## config.mk

```make
export PLATFORM = sky130hd
export DESIGN_NAME = adder_arbiter
export DESIGN_NICKNAME = d
export VERILOG_FILES = /design/src/rtl/adder_arbiter.sv
export SDC_FILE = /design/constraint.sdc
export NUM_CORES = 1
export LEC_CHECK = 0
export BUFFER_PORTS_ARGS = -buffer_cell sky130_fd_sc_hd__buf_2
export CAP_MARGIN = 30
export CORE_ASPECT_RATIO = 0.5
export CORE_MARGIN = 8
export CORE_UTILIZATION = 39
export DETAILED_ROUTE_END_ITERATION = 8
export PLACE_DENSITY = 0.77
export SYNTH_ARGS = -nofsm -noshare
export SYNTH_HDL_FRONTEND = slang
export SYNTH_SLANG_ARGS = --single-unit
```

## constraint.sdc

```tcl
create_clock -name ACLK -period 3.03 [get_ports ACLK]
set_input_delay 0 -clock ACLK [delete_from_list [all_inputs] [get_ports ACLK]]
set_output_delay 0 -clock ACLK [all_outputs]
set_load 0.05 [all_outputs]
```

## src/rtl/adder_arbiter.sv

```systemverilog
// adder_arbiter: round-robin arbiter and sequencer that shares one combinational
// adder/subtractor datapath among N_REQ requesters. It grants one request at a
// time, drives the datapath from registered operands, captures the result and
// holds it on a one-hot valid/ready handshake back to the winner.
// Optional feature: define ADDER_ARB_OVF_EN to add the registered o_ovf output
// (signed overflow of o_result).
module adder_arbiter #(
  parameter int N_REQ      = 4,
  parameter int DATA_WIDTH = 32
) (
  input  logic                        ACLK,
  input  logic                        ARST,
  input  logic [N_REQ-1:0]            i_req,
  input  logic [N_REQ-1:0]            i_op,
  input  logic [N_REQ*DATA_WIDTH-1:0] i_busa,
  input  logic [N_REQ*DATA_WIDTH-1:0] i_busb,
  output logic [N_REQ-1:0]            o_gnt,
  output logic [N_REQ-1:0]            o_valid,
  input  logic [N_REQ-1:0]            i_ready,
  output logic [DATA_WIDTH-1:0]       o_result,
  output logic [DATA_WIDTH-1:0]       o_dp_busa,
  output logic [DATA_WIDTH-1:0]       o_dp_busb,
  output logic                        o_dp_op,
  input  logic [DATA_WIDTH-1:0]       i_dp_busr,
  output logic                        o_busy
`ifdef ADDER_ARB_OVF_EN
  ,
  output logic                        o_ovf
`endif
);

  localparam int PW  = (N_REQ > 1) ? $clog2(N_REQ) : 1;
  localparam int MSB = DATA_WIDTH - 1;

  typedef enum logic [1:0] {
    IDLE,
    EXEC,
    RESP
  } state_t;

  state_t              state;
  logic [PW-1:0]       ptr;

  logic [DATA_WIDTH-1:0] opa [N_REQ];
  logic [DATA_WIDTH-1:0] opb [N_REQ];

  logic                win_found;
  logic [PW-1:0]       win_idx;
  logic [PW-1:0]       win_next_ptr;
  logic [N_REQ-1:0]    win_onehot;
  logic [PW:0]         scan_sum;
  logic [PW:0]         next_sum;

  // Split the packed operand buses into per-requester slices.
  for (genvar g = 0; g < N_REQ; g++) begin : g_unpack
    assign opa[g] = i_busa[g*DATA_WIDTH +: DATA_WIDTH];
    assign opb[g] = i_busb[g*DATA_WIDTH +: DATA_WIDTH];
  end

  // Round-robin pick: scan upward from ptr with wrap, first requester wins.
  always_comb begin
    win_found = 1'b0;
    win_idx   = '0;
    scan_sum  = '0;
    for (int unsigned i = 0; i < N_REQ; i++) begin
      scan_sum = {1'b0, ptr} + (PW+1)'(i);
      if (scan_sum >= (PW+1)'(N_REQ)) begin
        scan_sum = scan_sum - (PW+1)'(N_REQ);
      end
      if (!win_found && i_req[scan_sum[PW-1:0]]) begin
        win_found = 1'b1;
        win_idx   = scan_sum[PW-1:0];
      end
    end
  end

  // Next pointer is the index just after the winner, plus the one-hot grant.
  always_comb begin
    next_sum = {1'b0, win_idx} + (PW+1)'(1);
    if (next_sum >= (PW+1)'(N_REQ)) begin
      next_sum = '0;
    end
    win_next_ptr        = next_sum[PW-1:0];
    win_onehot          = '0;
    win_onehot[win_idx] = 1'b1;
  end

`ifdef ADDER_ARB_OVF_EN
  logic ovf_next;

  // Signed overflow: result sign differs from a, and the operand signs make
  // overflow possible (same sign for add, different sign for sub).
  always_comb begin
    ovf_next = (i_dp_busr[MSB] ^ o_dp_busa[MSB]) &
               (o_dp_op ? (o_dp_busa[MSB] ^ o_dp_busb[MSB])
                        : ~(o_dp_busa[MSB] ^ o_dp_busb[MSB]));
  end
`endif

  // Sequencer: IDLE grants and latches operands, EXEC captures the datapath
  // result, RESP holds it until the winner accepts.
  always_ff @(posedge ACLK or posedge ARST) begin
    if (ARST) begin
      state     <= IDLE;
      ptr       <= '0;
      o_gnt     <= '0;
      o_valid   <= '0;
      o_result  <= '0;
      o_dp_busa <= '0;
      o_dp_busb <= '0;
      o_dp_op   <= 1'b0;
      o_busy    <= 1'b0;
`ifdef ADDER_ARB_OVF_EN
      o_ovf     <= 1'b0;
`endif
    end else begin
      unique case (state)
        IDLE: begin
          if (win_found) begin
            o_dp_busa <= opa[win_idx];
            o_dp_busb <= opb[win_idx];
            o_dp_op   <= i_op[win_idx];
            o_gnt     <= win_onehot;
            ptr       <= win_next_ptr;
            o_busy    <= 1'b1;
            state     <= EXEC;
          end
        end
        EXEC: begin
          // The grant vector is exactly the one-hot valid for the winner.
          o_result <= i_dp_busr;
          o_valid  <= o_gnt;
          o_gnt    <= '0;
`ifdef ADDER_ARB_OVF_EN
          o_ovf    <= ovf_next;
`endif
          state    <= RESP;
        end
        RESP: begin
          if (|(i_ready & o_valid)) begin
            o_valid <= '0;
            o_busy  <= 1'b0;
            state   <= IDLE;
          end
        end
        default: begin
          state <= IDLE;
        end
      endcase
    end
  end

endmodule

```

==> key figures, run 1 <==
Run status
  – Status: complete, no violations

Routing
  – Detailed-route via count: 7222
  – Vias/cell: 5.40
  – Final ANT Viol Nets: 0
  – Top sig layer: met5
  – DR WL met2: 14.3 mm
  – WL met1: 10.7 mm
  – Starting DRC count in detailed routing: 565
  – Routed WL: 27.8 mm
  – Drc violations: 0
  – Router iterations before antenna repair: 5
  – Wire length on met3: roughly 2.0 mm
  – Avg WL per Cell: just over 20 um

STA
  – Final Max Tran Viols: 0
  – Endpoints failing hold: 0
  – Number of setup violations in the final report: 0
  – Worst-Margin Slew: 815 ps
  – Worst slew margin: 0.457
  – RSZ-0062 raised after global routing: no
  – Part of the cycle the worst path needs: 0.917
  – Peak Freq: 0.360 GHz
  – Clock Skew: 11.9 ps
  – Min cycle time layout: 2780 ps
  – Final TNS setup: 0 ps

Global routing
  – Initial antenna violation count: 3
  – Total grt overflow: 0
  – Vias in the first global route: 7549
  – Largest net degree at the start of global routing: 66
  – Global Route Usage Sum: 0.250
  – First-pass GRT wire length: 42.1 mm

Yosys
  – Avg Cell Area, Syn: 10.0 sq um
  – Cells after Synth: 648
  – Syn nets: 951
  – Yosys top cell area share: 0.424
  – Leading post-synthesis cells by cell area: dfrtp_1 (42%), mux2i_1 (10%), a2111oi_2 (7.6%)
  – Register area share after synthesis: 0.424
  – Yosys cell types: 38
  – Yosys reg bits: 110
  – Synth warn: 0
  – Synth area leader: dfrtp_1
  – Mapped cell area: between 6000 and 7000 sq um

Setup path
  – Crit end category: register
  – Critical Path AT: 2990 ps
  – Crit path launch type: register
  – Worst EP required: between 3000 and 4000 ps
  – CP max stage delay: 580 ps
  – Kind of critical path: reg -> reg
  – Crit-path cells: nand2b_1 -> a21o_2 -> nand2_8 -> buf_12 -> buf_4 -> mux2i_1 -> dlygate4sd3_1 -> a211oi_1
  – R2R Path End: o_dp_busa[3]
  – CP Max Fanout: 50
  – Worst r2r src: ptr[1]
  – Critical path origin: ptr[1]
  – Slowest CP cell: dlygate4sd3_1
  – Flop2flop setup slack: between 200 and 300 ps
  – CP Capture Point: o_dp_busa[3]
  – Worst R2R Path Depth: 8

Layout
  – Fin area: 9780 sq um
  – Final Non-Filler Cells: ~1.3k
  – Fin util: 0.599
  – Share of layout cells above drive strength 1: 0.445
  – Nets: 1408
  – Area Overhead vs Synth: 50.8%

Power and ir drop
  – Net Sw Frac: 0.553
  – Pint: 4.89 mW
  – Pwr Total: 10.9 mW
  – Combinational Power Share: 0.647
  – Max VDD drop: 537 uV
  – Leakage: ~5 nW
  – Sw power: just over 6 mW
  – Clk pwr share: 0.113
  – Cell Pwr Density: roughly 1100 nW/um^2
  – Power share of the sequential group: 0.240

Clocking
  – Clk buf depth: 2
  – Total CTS buffers: 9
  – Post-CTS sizing: 0
  – CTS root buf: clkbuf_16
  – CTS tree: yes
  – Htree depth: 3
  – Clock Latency Late Sink: 350 ps
  – CTS Sinks: 110
  – Clk slew on worst S/H paths: 80 ps

Die
  – IO Pins: 408
  – Row cnt: 33
  – Initial Utilization: 0.398
  – Die span in x: roughly 200 um
  – Die ar.: between 20000 and 25000 sq um
  – Die height: 107 um
  – Core area: 16300 sq um

Hold path
  – Hold/Removal Path Class: in -> reg
  – Hold path start: i_busb[110]

Placement
  – Placed cell count: 1234
  – IO buf count: 407
  – Placed Instance Area: between 8000 and 9000 sq um
  – Detailed placement HPWL: 19.9 mm
  – Final RePlAce weighted congestion: ~0.9

Run
  – Number of max-cap violations: 0
## layer usage
metal  global-route usage  up-vias
li1                     -     3313
met1                0.298     3504
met2                0.440      341
met3               0.0606       62
met4               0.0816        2
met5                    0        -
## area by class of cell
type	instances	area (sq um)
Fill cell	1407	6530
Multi-Input combinational cell	466	3320
Timing Repair Buffer	511	3090
Sequential cell	110	2750
Tap cell	227	284
Clock buffer	10	239
Clock inverter	5	66.3
Inverter	7	28.8
Antenna cell	2	5.00
## power groups by stage
| stage | Sequential, mW | Combinational (mW) | Clock [mW] |
|---|---|---|---|
| finish | 2.63 | 7.07 | 1.24 |
| global route | 2.71 | 7.47 | 1.33 |
| CTS | 2.62 | 7.04 | 1.27 |
| detailed placement | 2.63 | 6.87 | 0 |
| global placement | 2.61 | 6.74 | 0 |
| floorplan | 4.95 | 2.89 | 0 |
## logic make-up (layout without fill, tap and decap cells)
logic type,after synthesis,count (layout),share of synthesized area
buffers and inverters,72,533,0.0681
adders and majority gates,1,1,0.00193
DFF,110,110,0.424
other,0,2,0
and+or+nand+nor,247,247,0.173
muxes,66,66,0.102
AOI/OAI and AO/OA,152,152,0.231
## stage by stage
stage / worst slack (ps) / hold slack, ps
after floorplan: 128 / 105
after global placement: 821 / 189
after detailed placement: 712 / 199
after CTS: 297 / 0.594
after global routing: 63.6 / 0.368
final: 252 / 5.43
## worst max-delay path: cells and delay by family, from the launching register on
family	cells	cell delay [ps]
AND/OR/NAND/NOR	2	470
flip-flops	1	460
multiplexers	1	210
AO/OA/AOI/OAI	2	360
buffers and inverters	3	1110
## worst min-delay path by stage
stage                          to  cells after the start  slack [ps]
CTS                 o_dp_busb[16]                      3         0.6
detailed placement   o_result[28]                      3         200
global placement     o_result[14]                      3         190
global route        o_dp_busb[14]                      3         0.4
floorplan             o_result[0]                      2         110
finish              o_dp_busb[14]                      3           5
## state kept, by name, summed over array words and instances, names as in the netlist
| signal | count |
|---|---|
| o_dp_busb | 32 |
| state | 2 |
| o_dp_op | 1 |
| o_result | 32 |
| ptr | 2 |
| o_gnt | 4 |
| o_busy | 1 |
| o_valid | 4 |
| o_dp_busa | 32 |
## synthesized netlist by cell type, drive strengths merged
cell,number
a21boi,1
o22a,1
dfrtp,110
ha,1
a2111oi,65
buf,37
and3,65
o21a,1
clkbuf,28
a21o,2
a22o,4
nand3,2
a211oi,65
o31ai,1
nor2b,2
nand2b,2
a32o,2
o22ai,1
nand2,105
a22oi,2
a21oi,4
nor4,1
o21ai,3
mux2i,66
inv,7
or3,1
nor2,69
## cell usage in the layout (no fill, tap or decap), types with 3 or more instances in the layout
cell type and instances:
a21oi_1 4, mux2i_1 66, inv_1 4, and3_1 59, nor2_1 68, a211oi_2 4, a2111oi_2 33, dlygate4sd3_1 87
buf_12 4, a22o_1 4, dfrtp_1 110, buf_4 13, nand2_1 104, and3_2 6, a2111oi_0 15, o21ai_0 3
clkbuf_16 9, buf_2 407, a211oi_1 61, a2111oi_1 16
## what timing repair did
item | CTS | global route
hold buffers | 86 | 1
hold endpoints to repair | 123 | 1
setup buffers | 0 | 0
No activity file was read; power rests on OpenSTA's default activity.
==> run 2: changes to the inputs <==
CORE_AREA = 2 2 157 159   (was default)
CORE_ASPECT_RATIO = default   (was 0.5)
CORE_MARGIN = default   (was 8)
CORE_UTILIZATION = default   (was 39)
DIE_AREA = 0 0 159 161   (was default)
PLACE_DENSITY = default   (was 0.77)
==> run 2 against run 1 <==
Compared with the run above:
- largest power group unchanged
- non-clock buffer count grew 9
- utilization shrank 18 points
- sequential share of layout area decreased by 0.58 points
- critical endpoint is now o_dp_busa[27]
==> key figures, run 2 (synthesized netlist as in run 1, its figures left out) <==
Run status
  – Status: complete, no violations

Global routing
  – Global Route Usage Sum: 0.192
  – Initial antenna violation count: 2
  – Largest net degree at the start of global routing: 111
  – First-pass GRT wire length: 39.3 mm
  – Total grt overflow: 0
  – Vias in the first global route: 7329

Routing
  – Vias/cell: between 4 and 5
  – Final ANT Viol Nets: 0
  – Drc violations: 0
  – Routed WL: about 25 mm
  – Starting DRC count in detailed routing: 277
  – Detailed-route via count: 7002
  – Avg WL per Cell: 17.4 um
  – Router iterations before antenna repair: 4

STA
  – Worst hold margin: 6.91 ps
  – RSZ-0062 raised after global routing: no
  – Final TNS setup: 0 ps
  – Number of setup violations in the final report: 0
  – Peak Freq: approximately 0.37 GHz
  – Min cycle time layout: 2740 ps
  – Final Max Tran Viols: 0
  – Worst-Margin Slew: 721 ps
  – Part of the cycle the worst path needs: 0.904
  – Clock Skew: between 8 and 9 ps
  – Worst Setup Slack, final: 292 ps
  – Endpoints failing hold: 0
  – Worst slew margin: 0.517

Die
  – Die height: 161 um
  – Die ar.: 25600 sq um
  – IO Pins: 408
  – Row cnt: 57
  – Die span in x: 159 um
  – Core area: 24000 sq um
  – Initial Utilization: 0.271

Placement
  – Final RePlAce weighted congestion: roughly 0.8
  – Placed Instance Area: 8730 sq um
  – Dpl ws: 481 ps
  – IO buf count: 407
  – Detailed placement HPWL: roughly 17 mm

Layout
  – Number of fill cells in the layout: 2434
  – Fin util: 0.417
  – Fin area: 9980 sq um
  – Most common cell after layout, fill and taps aside: buf_2
  – Share of layout cells above drive strength 1: 0.443
  – Biggest regs: o_dp_busa x32, o_dp_busb x32, o_result x32
  – Most frequent cells in the layout: buf_2 (407), dfrtp_1 (110), nand2_1 (104), dlygate4sd3_1 (94), nor2_1 (68)
  – Area Overhead vs Synth: 53.9%
  – Nets: 1417

Setup path
  – Critical Path AT: 3000 ps
  – Worst r2r src: ptr[1]
  – Crit end category: register
  – Crit-path cells: nand2b_1 -> a21o_2 -> nand2_8 -> buf_4 -> buf_4 -> mux2i_1 -> dlygate4sd3_1 -> a211oi_1
  – R2R Path End: o_dp_busa[27]
  – Flop2flop setup slack: 290 ps
  – Crit-path most repeated cell: buf_4
  – CP max stage delay: 550 ps
  – CP Max Fanout: 46
  – Slowest CP cell: dlygate4sd3_1
  – WP buf/inv: 3
  – Worst R2R Path Depth: 8
  – Kind of critical path: reg -> reg
  – Crit path max-delay family: buffers and inverters
  – Worst EP required: 3290 ps
  – Crit path launch type: register

Hold path
  – Hold path endpoint: o_dp_busb[4]
  – Hold/Removal Path Class: in -> reg
  – Hold path start: i_busb[68]
  – Hold Path Depth: 3

Clocking
  – Clock Latency Late Sink: between 300 and 400 ps
  – CTS root buf: clkbuf_16
  – Total CTS buffers: 9
  – Htree depth: 3
  – CTS tree: yes
  – Clk buf depth: 2
  – Clk slew on worst S/H paths: 80 ps
  – Setup Fix Bufs, Post-CTS: 0
  – CTS Sinks: 110

Run
  – Number of max-cap violations: 0

Power and ir drop
  – Max VDD drop: roughly 390 uV
  – Leakage: approximately 5 nW
  – Cell Pwr Density: 1090 nW/um^2
## run 2: cell count changes in the layout (fill, tap and decap cells not counted)
cell	change
clkbuf_8	-1
clkinvlp_4	-1
dlygate4sd3_1	+7
inv_2	-1
inv_8	+1
buf_4	+2
clkinv_4	+1
clkinv_2	+1
## run 2: layout make-up
type / count / area [sq um] / area share
Sequential cell: 110 / 2750 / 0.276
Tap cell: 324 / 405 / 0.0406
Antenna cell: 2 / 5.00 / 0.000501
Clock buffer: 9 / 225 / 0.0226
Clock inverter: 6 / 78.8 / 0.00790
Timing Repair Buffer: 520 / 3170 / 0.318
Inverter: 7 / 30.0 / 0.00301
Multi-Input combinational cell: 466 / 3320 / 0.332
## run 2: worst max-delay path by stage
| stage | startpoint | end | slack (ps) | cells after the start |
|---|---|---|---|---|
| finish | ptr[1] | o_dp_busa[27] | 290 | 8 |
| global route | ptr[1] | o_dp_busb[3] | 130 | 8 |
| CTS | ptr[1] | o_dp_busb[3] | 260 | 8 |
| detailed placement | ptr[1] | o_dp_busa[14] | 480 | 6 |
| global placement | ptr[1] | o_dp_busa[14] | 490 | 6 |
| floorplan | ARST | o_busy | 130 | 1 |
## run 2: power by group
| part | internal (mW) | switching [mW] | leakage (nW) |
|---|---|---|---|
| Sequential | 2.20 | 0.383 | 1.28 |
| Combinational | 2.04 | 5.02 | 3.57 |
| Clock | 0.657 | 0.616 | 0.150 |
| Total | 4.90 | 6.01 | 5.00 |
## run 2: repair_timing
item	CTS	global route
hold endpoints to repair	177	0
hold buffers	94	0
resized for setup	0	0
setup endpoints to repair	0	0
## run 2: layer usage
| metal | global-route usage | routed length (um) |
|---|---|---|
| met2 | 0.352 | 12900 |
| met4 | 0.0711 | 643 |
| met5 | 0 | 0 |
| met3 | 0.0352 | 1430 |
| met1 | 0.225 | 10200 |
## run 2: per-stage QoR
| step | power (mW) | cells |
|---|---|---|
| 6_report | 10.9 | 1444 |
| 5_1_grt | 11.6 | 1443 |
| 4_1_cts | 11.0 | 1442 |
| 3_5_place_dp | 9.53 | 1333 |
| 3_3_place_gp | 9.45 | 1333 |
| 2_1_floorplan | 7.84 | 648 |
## run 2: worst min-delay path, delay by kind of cell
family / cells / cell delay (ps)
multiplexers: 1 / 140
buffers and inverters: 1 / 100
AO/OA/AOI/OAI: 1 / 90
